[src/rtl/instr_lane_feeder_pkg.sv]
// rtl/instr_lane_feeder_pkg.sv - shared SoftMC defaults, opcode field offsets and lane type
package instr_lane_feeder_pkg;

  // SoftMC instruction word defaults
  localparam int INSTR_WIDTH_DEF = 32;
  localparam int DEPTH_LOG2_DEF  = 4;

  // Opcode field location inside a SoftMC instruction word
  localparam int OPCODE_MSB = 31;
  localparam int OPCODE_LSB = 28;

  // Lane that receives the next accepted word
  typedef enum logic {
    LANE0 = 1'b0,
    LANE1 = 1'b1
  } lane_e;

endpackage

[src/rtl/instr_lane_fifo.sv]
// rtl/instr_lane_fifo.sv - synchronous first-word-fall-through FIFO for one instruction lane
module instr_lane_fifo #(
  parameter int WIDTH      = 32,
  parameter int DEPTH_LOG2 = 4
) (
  input  logic                  clk,
  input  logic                  rst,
  input  logic                  push,
  input  logic                  pop,
  input  logic                  flush,
  input  logic [WIDTH-1:0]      wdata,
  output logic [WIDTH-1:0]      rdata,
  output logic                  full,
  output logic                  empty,
  output logic [DEPTH_LOG2:0]   count
);

  localparam int DEPTH = 1 << DEPTH_LOG2;
  localparam logic [DEPTH_LOG2:0] FULL_CNT = DEPTH[DEPTH_LOG2:0];

  logic [WIDTH-1:0]      r_mem [DEPTH];
  logic [DEPTH_LOG2-1:0] r_wr_ptr;
  logic [DEPTH_LOG2-1:0] r_rd_ptr;
  logic [DEPTH_LOG2:0]   r_count;
  logic                  w_push;
  logic                  w_pop;
  logic                  w_clear;

  assign w_clear = rst | flush;
  assign full    = (r_count == FULL_CNT);
  assign empty   = (r_count == '0);
  assign count   = r_count;
  // Over/underflow requests are dropped here so callers need not gate them
  assign w_push  = push & ~full;
  assign w_pop   = pop & ~empty;
  // Head is shown directly; an empty lane reads as zero
  assign rdata   = empty ? '0 : r_mem[r_rd_ptr];

  // Storage write; no reset needed since occupancy masks stale entries
  always_ff @(posedge clk) begin
    if (w_push & ~w_clear) begin
      r_mem[r_wr_ptr] <= wdata;
    end
  end

  // Pointer and occupancy update; clear wins over push and pop
  always_ff @(posedge clk) begin
    if (w_clear) begin
      r_wr_ptr <= '0;
      r_rd_ptr <= '0;
      r_count  <= '0;
    end else begin
      if (w_push) begin
        r_wr_ptr <= r_wr_ptr + DEPTH_LOG2'(1);
      end
      if (w_pop) begin
        r_rd_ptr <= r_rd_ptr + DEPTH_LOG2'(1);
      end
      case ({w_push, w_pop})
        2'b10:   r_count <= r_count + (DEPTH_LOG2+1)'(1);
        2'b01:   r_count <= r_count - (DEPTH_LOG2+1)'(1);
        default: r_count <= r_count;
      endcase
    end
  end

endmodule

[src/rtl/instr_lane_feeder.sv]
// rtl/instr_lane_feeder.sv - splits one instruction stream into two lanes; INSTR_FEEDER_STATS_EN adds counters
module instr_lane_feeder
  import instr_lane_feeder_pkg::*;
#(
  parameter int INSTR_WIDTH = INSTR_WIDTH_DEF,
  parameter int DEPTH_LOG2  = DEPTH_LOG2_DEF
) (
  input  logic                   clk,
  input  logic                   rst,
  input  logic                   in_valid,
  output logic                   in_ready,
  input  logic [INSTR_WIDTH-1:0] in_instr,
  input  logic                   in_last,
  input  logic                   flush,
  output logic                   en_out0,
  input  logic                   en_ack0,
  output logic [INSTR_WIDTH-1:0] instr_out0,
  output logic                   en_out1,
  input  logic                   en_ack1,
  output logic [INSTR_WIDTH-1:0] instr_out1,
  output logic                   busy
`ifdef INSTR_FEEDER_STATS_EN
  ,
  output logic [31:0]            accepted_cnt,
  output logic [31:0]            issued_cnt
`endif
);

  lane_e               r_wr_lane;
  logic                w_full0;
  logic                w_full1;
  logic                w_empty0;
  logic                w_empty1;
  logic [DEPTH_LOG2:0] w_cnt0;
  logic [DEPTH_LOG2:0] w_cnt1;
  logic                w_unused_cnt;
  logic                w_sel_full;
  logic                w_push;
  logic                w_push0;
  logic                w_push1;
  logic                w_pop0;
  logic                w_pop1;

  // Ready looks only at the target lane; flush keeps it high so the word is dropped cleanly
  assign w_sel_full = (r_wr_lane == LANE1) ? w_full1 : w_full0;
  assign in_ready   = ~w_sel_full | flush;
  assign w_push     = in_valid & in_ready & ~flush;
  assign w_push0    = w_push & (r_wr_lane == LANE0);
  assign w_push1    = w_push & (r_wr_lane == LANE1);

  // Dispatcher may hold ack high while idle, so pops are qualified by lane valid
  assign en_out0    = ~w_empty0;
  assign en_out1    = ~w_empty1;
  assign w_pop0     = en_ack0 & en_out0 & ~flush;
  assign w_pop1     = en_ack1 & en_out1 & ~flush;
  assign busy       = en_out0 | en_out1;

  assign w_unused_cnt = ^{w_cnt0, w_cnt1};

  instr_lane_fifo #(
    .WIDTH      (INSTR_WIDTH),
    .DEPTH_LOG2 (DEPTH_LOG2)
  ) u_lane0 (
    .clk   (clk),
    .rst   (rst),
    .push  (w_push0),
    .pop   (w_pop0),
    .flush (flush),
    .wdata (in_instr),
    .rdata (instr_out0),
    .full  (w_full0),
    .empty (w_empty0),
    .count (w_cnt0)
  );

  instr_lane_fifo #(
    .WIDTH      (INSTR_WIDTH),
    .DEPTH_LOG2 (DEPTH_LOG2)
  ) u_lane1 (
    .clk   (clk),
    .rst   (rst),
    .push  (w_push1),
    .pop   (w_pop1),
    .flush (flush),
    .wdata (in_instr),
    .rdata (instr_out1),
    .full  (w_full1),
    .empty (w_empty1),
    .count (w_cnt1)
  );

  // Steering: alternate per accepted word, restart at lane0 after a program's last word
  always_ff @(posedge clk) begin
    if (rst | flush) begin
      r_wr_lane <= LANE0;
    end else if (w_push) begin
      if (in_last) begin
        r_wr_lane <= LANE0;
      end else begin
        r_wr_lane <= (r_wr_lane == LANE0) ? LANE1 : LANE0;
      end
    end
  end

`ifdef INSTR_FEEDER_STATS_EN
  logic [31:0] r_accepted_cnt;
  logic [31:0] r_issued_cnt;

  assign accepted_cnt = r_accepted_cnt;
  assign issued_cnt   = r_issued_cnt;

  // Lifetime counters survive flush; only reset clears them
  always_ff @(posedge clk) begin
    if (rst) begin
      r_accepted_cnt <= '0;
      r_issued_cnt   <= '0;
    end else begin
      r_accepted_cnt <= r_accepted_cnt + 32'(w_push);
      r_issued_cnt   <= r_issued_cnt + 32'(w_pop0) + 32'(w_pop1);
    end
  end
`else
  // No statistics registers in this build
`endif

endmodule

[config.mk]
export PLATFORM = sky130hd
export DESIGN_NAME = instr_lane_feeder
export DESIGN_NICKNAME = d
export VERILOG_FILES = /design/src/rtl/instr_lane_feeder_pkg.sv /design/src/rtl/instr_lane_fifo.sv /design/src/rtl/instr_lane_feeder.sv
export SDC_FILE = /design/constraint.sdc
export NUM_CORES = 1
export LEC_CHECK = 0
export CORE_AREA = 2 2 372 374
export CTS_CLUSTER_DIAMETER = 150
export DETAILED_ROUTE_END_ITERATION = 6
export DIE_AREA = 0 0 374 376
export GPL_TIMING_DRIVEN = 1
export SYNTH_ARGS = -nofsm -noshare
export SYNTH_HDL_FRONTEND = slang
export SYNTH_SLANG_ARGS = --single-unit
[constraint.sdc]
create_clock -name clk -period 4.92 [get_ports clk]
set_clock_uncertainty 0.15 [all_clocks]
set_input_delay 0.492 -clock clk [delete_from_list [all_inputs] [get_ports clk]]
set_output_delay 0.492 -clock clk [all_outputs]
set_load 0.005 [all_outputs]
# After elaboration in Yosys (flattened, before gate mapping)
# Memories as Yosys holds them, arrays and structs flattened. A register that Yosys moved wholly into a read port is not among the register bits.
# Cells that the tools add are included.
[totals]
register_bits = 27
ram_bits = 1024
input_bits = 39
out_inout_bits = 68
mem_count = 2
[mem_list]
columns = ["name", "words", "word_bits", "read_ports", "rd_clocked_by_memory_dff", "write_ports", "line_no", "source"]
rows = [
  ["u_lane0.r_mem", 16, 32, 1, 1, 1, "instr_lane_fifo.sv:21", "logic [WIDTH-1:0] r_mem [DEPTH];"],
  ["u_lane1.r_mem", 16, 32, 1, 1, 1, "instr_lane_fifo.sv:21", ""],
]
[op_classes]
addsub = 8
n_eq_ne = 6
mux = 15
n_bitwise = 25
n_reduce_logical = 4
[op_table]
columns = ["cell", "count"]
rows = [
  ["2-to-1 mux 32 bit", 2],
  ["case mux 5 bit (2 select lines)", 2],
  ["adder 4 x 1 -> 4 bit (second input constant)", 4],
  ["2-to-1 mux 4 bit", 4],
  ["bitwise AND 1 bit", 14],
  ["adder 5 x 1 -> 5 bit (second input constant)", 2],
  ["equality test 5 bit (second input constant)", 2],
  ["zero test 5 bit", 2],
  ["subtractor 5 x 1 -> 5 bit (second input constant)", 2],
  ["inverter 1 bit", 8],
  ["2-to-1 mux 1 bit", 7],
  ["equality test 2 x 1 -> 1 bit (second input constant)", 2],
  ["equality test 2 bit (second input constant)", 2],
  ["nonzero test 2 bit", 2],
  ["bitwise OR 1 bit", 3],
]

# Longest topological paths before layout
[logic_depth]
depth_word = 11
mapped_depth = 12

# Modules after synthesis
# A second synthesis with hierarchy kept.
[hier_totals]
hier_cells = 1812
area_unflattened_um2 = 40854.2
[by_module_without_submodules]
columns = ["module", "instances", "cells_each", "area_per_inst_um2"]
rows = [
  ["instr_lane_fifo", 2, 898, 20370.8],
  ["instr_lane_feeder", 1, 16, 112.6],
]

# Worst setup path after synthesis
# No wires, ideal clock.
[synth_path]
path_kind = "input to register"
start = "input port flush"
end = "memory u_lane1.r_mem[2][0], enable pin"
setup_time_ns = 0.461
t_arrival_ns = 3.808
required_ns = 4.309
path_slack_ns = 0.501
cell_stages = 6
path_cell_list = "clkbuf_1 nand2b_1 clkbuf_1 a2111oi_2 nand2_1 nor3_1"
[synth_via]
elab_chain_len = 8
word_cells_on_any_way = 11
[synth_rtl]
columns = ["item", "line_no", "source"]
rows = [
  ["start, declared", "instr_lane_feeder.sv:14", "input logic flush,"],
  ["bitwise OR 1 bit", "instr_lane_feeder.sv:46", "assign in_ready = ~w_sel_full | flush;"],
  ["bitwise AND 1 bit (2 in series)", "instr_lane_feeder.sv:47", "assign w_push = in_valid & in_ready & ~flush;"],
  ["bitwise AND 1 bit", "instr_lane_feeder.sv:49", "assign w_push1 = w_push & (r_wr_lane == LANE1);"],
  ["bitwise AND 1 bit", "instr_lane_fifo.sv:34", "assign w_push = push & ~full;"],
  ["bitwise AND 1 bit *", "instr_lane_fifo.sv:41", "if (w_push & ~w_clear) begin"],
  ["2-to-1 mux 1 bit *", "instr_lane_fifo.sv:41", ""],
  ["2-to-1 mux 1 bit (not written as such) *", "instr_lane_fifo.sv:42", "r_mem[r_wr_ptr] <= wdata;"],
  ["end, declared", "instr_lane_fifo.sv:21", ""],
]
# Every way passes the cells marked *; elsewhere a longest branch is shown, timed or not.

# Worst setup path in the final report
[layout_path]
start = "register u_lane0.r_count[2], in the netlist u_lane0.count[2]"
end = "output port instr_out0[3]"
[layout_via]
elab_chain_len = 2
[layout_rtl]
columns = ["item", "line_no", "source"]
rows = [
  ["start, declared", "instr_lane_fifo.sv:24", "logic [DEPTH_LOG2:0] r_count;"],
  ["start signal, assigned", "instr_lane_fifo.sv:60", "2'b10: r_count <= r_count + (DEPTH_LOG2+1)'(1);"],
  ["start signal, assigned", "instr_lane_fifo.sv:61", "2'b01: r_count <= r_count - (DEPTH_LOG2+1)'(1);"],
  ["start signal, assigned", "instr_lane_fifo.sv:62", "default: r_count <= r_count;"],
  ["zero test 5 bit", "instr_lane_fifo.sv:31", "assign empty = (r_count == '0);"],
  ["2-to-1 mux 32 bit", "instr_lane_fifo.sv:37", "assign rdata = empty ? '0 : r_mem[r_rd_ptr];"],
  ["end, declared", "instr_lane_feeder.sv:17", "output logic [INSTR_WIDTH-1:0] instr_out0,"],
]
# No other way between the ends.

==> metrics.csv <==
metric;value;unit
Yosys reg bits;1059;
CP startpoint kind;flop;
Yosys top cell by area;edfxtp_1;
die height;376;um
switching fraction of total power;19.3;%
Pint;14.6;mW
Area Overhead vs Synth;17.6;%
largest net degree at the start of global routing;97;
final worst slack;552;ps
FP Rows;136;
aggregate global routing overflow;0;
Post-CTS Setup Bufs;0;
GPL Wtd Cong;0.758;
crit end category;output pin;
sequential power share;54.6;%
initial antenna violation count;14;
top cells by area, synth;edfxtp_1, mux4_2, mux2_2;
syn nets;1875;
mapped cell area;40800;sq um
Final HPWL DP;58.4;mm
Worst Max-Slew Pin Slew;1330;ps
Max Cap Viol;0;
Reg2Reg Depth;10;
Peak VDD IR;0.000306;V
Area after DPL;44500;sq um
Hold Crit Class;reg2reg;
Hold WS;401;ps
Post-CTS Hold Buffers;0;
Worst R2R End;u_lane0.count[4];
YS warnings;0;
CTS clk-pin slew, worst paths;60;ps
final hold vios;0;
Slew Limit Fails;0;
first-pass GRT wire length;138;mm
crit path kind;reg2out;
Placement Setup Slack;972;ps
DRC;0;
Post-synth top cells;edfxtp_1, mux4_2, a221o_1, mux2_2, nor2_1;
Post-synth EDFFs;1024;
delay of the slowest critical-path stage;790;ps
drt wl/cell;24.4;um
total core area;137000;sq um
die footprint;141000;sq um
Clk Latency, worst-skew pair;660;ps
Worst R2R Start;u_lane0.count[2];
post-route ant nets;0;
TritonCTS clock tree;done;
top_reg_cell synth;edfxtp_1;
NetSw;3.49;mW
Hold Path Depth;2;
vias in the first global route;20100;
Port Buffers;106;
# nets final;2061;
RSZ-0062 raised after global routing;false;
fraction of registers with async set/reset;0;%
ratio of cells with drive above 1 in the final layout;27.8;%
CP Max Fanout;16;
DRT iter0 DRCs;1777;
status;finished, final reports clean;
vias;18800;
Pwr Density;378;nW/um^2
fin area;47900;sq um
root cell of the clock tree;clkbuf_16;
Post-Syn Area per Cell;22.4;sq um
Vias/cell;4.84;
htree depth;3;
Clock Path Buffers;3;
Global Route Usage Sum;13.3;%
f_max;0.229;GHz
CTS sink count;1059;
hold_sp;u_lane0.r_rd_ptr[3];
Final TNS setup;0;ps
worst-path cell chain;or4_1 -> o21ai_2 -> buf_4 -> nor2b_1 -> a221o_1 -> clkdlybuf4s50_1;
sequential area share after synthesis;77.2;%
1st-pass router iterations;5;
Cell variety after synth;46;
Resize count post-CTS;0;
Final setup viols;0;
Die X;374;um
Clock power frac;43.6;%
final wirelength;94.6;mm
combinational power share;1.8;%
Ports;107;
most frequent cell after synthesis;edfxtp_1;
Worst path slowest cell;o21ai_2;
CP required;4280;ps
Yosys top cell area share;75.4;%
Gate Count Post-Synth;1816;
R2R Setup Slk;1650;ps
Leak;14.4;nW
Final Cycle Share;88.8;%
relative slew slack;11.0;%
number of buffers created by CTS;102;
Min Clock Period, post-route;4370;ps
WP data arrival;3730;ps
Tot Pwr;18.1;mW
Starting Density;29.8;%
-- layout by cell type, fill, tap and decap left out, drive strengths merged, types with 3 or more instances in the layout --
cell           instances
a211oi                 5
a21o                   3
a21oi                 11
a221o                 64
and2                  23
buf                   71
bufinv                14
clkbuf               129
clkdlybuf4s50        105
clkinv                43
dfxtp                 35
edfxtp              1024
ha                    18
inv                   24
mux2                  64
mux2i                  6
mux4                 256
nand2                  9
nand2b                 4
nand3                  7
nand4b                 4
nor2                  62
nor2b                 53
nor3                   4
o2111ai                4
o21ai                  5
or3                    3
or4                    4
xnor2                  5
xor2                  10
-- registers in the layout (all words and copies together), names as in the netlist, named ones only --
signal / cells
u_lane0.r_rd_ptr: 4
u_lane1.r_mem: 512
u_lane1.count: 5
u_lane0.r_mem: 512
u_lane0.count: 5
u_lane1.r_wr_ptr: 4
u_lane0.r_wr_ptr: 4
r_wr_lane: 1
u_lane1.r_rd_ptr: 4
-- power by group through the flow --
stage                     clock (mW)  sequential [mW]  combinational, mW
final                           7.90             9.90              0.323
after detailed placement           0             10.1              0.332
after floorplan                    0             10.1             0.0767
after global routing            8.38             9.89              0.350
after CTS                       8.05             9.89              0.333
after global placement             0             10.1              0.321
-- critical path, delay by kind of cell, from the launching register on --
kind	cells	cell delay (ps)
compound gates	2	1110
buf+inv	2	870
simple gates	2	740
flops	1	350
-- layout make-up --
| class | count | area (sq um) |
|---|---|---|
| antenna | 1 | 2.50 |
| multi-input combinational | 641 | 9010 |
| inverter | 21 | 78.8 |
| tap | 1794 | 2240 |
| clock buffer | 128 | 2700 |
| fill | 12400 | 88700 |
| timing repair buffer | 177 | 1710 |
| sequential | 1059 | 31500 |
| clock inverter | 61 | 702 |
-- how the worst max path moves through the flow --
| stage | start | to | slack [ps] |
|---|---|---|---|
| floorplan | flush | u_lane1.r_mem[2][0] | 500 |
| global placement | flush | u_lane1.r_mem[10][14] | 1090 |
| detailed placement | flush | u_lane1.r_mem[10][16] | 970 |
| CTS | flop | instr_out1[19] | 530 |
| global route | flop | instr_out1[17] | 420 |
| finish | u_lane0.count[2] | instr_out0[3] | 550 |
-- metal layers --
layer | share of wire (%) | GRT usage, % | vias to the layer above | wire length [um]
li1 | - | - | 8023 | -
met5 | 0.12 | 0 | - | 116
met4 | 1.8 | 3.32 | 18 | 1710
met2 | 51 | 22.8 | 567 | 48000
met3 | 5.9 | 2.80 | 118 | 5630
met1 | 41 | 17.2 | 10100 | 39100
-- metrics by stage --
step | std cells | util [%]
final | 3882 | 35.1
after global routing | 3882 | 35.1
after detailed placement | 3692 | 32.6
after floorplan | 1816 | -
after global placement | 3692 | 32.6
after CTS | 3881 | 35.1
-- cells by family after synthesis --
group / synth area share, %
mux: 16.1
simple gates: 2.40
fa+ha+maj: 0.651
compound gates: 2.19
buf+inv: 1.22
xor+xnor: 0.322
flops: 77.2
Power figures use the tool's default switching activity.
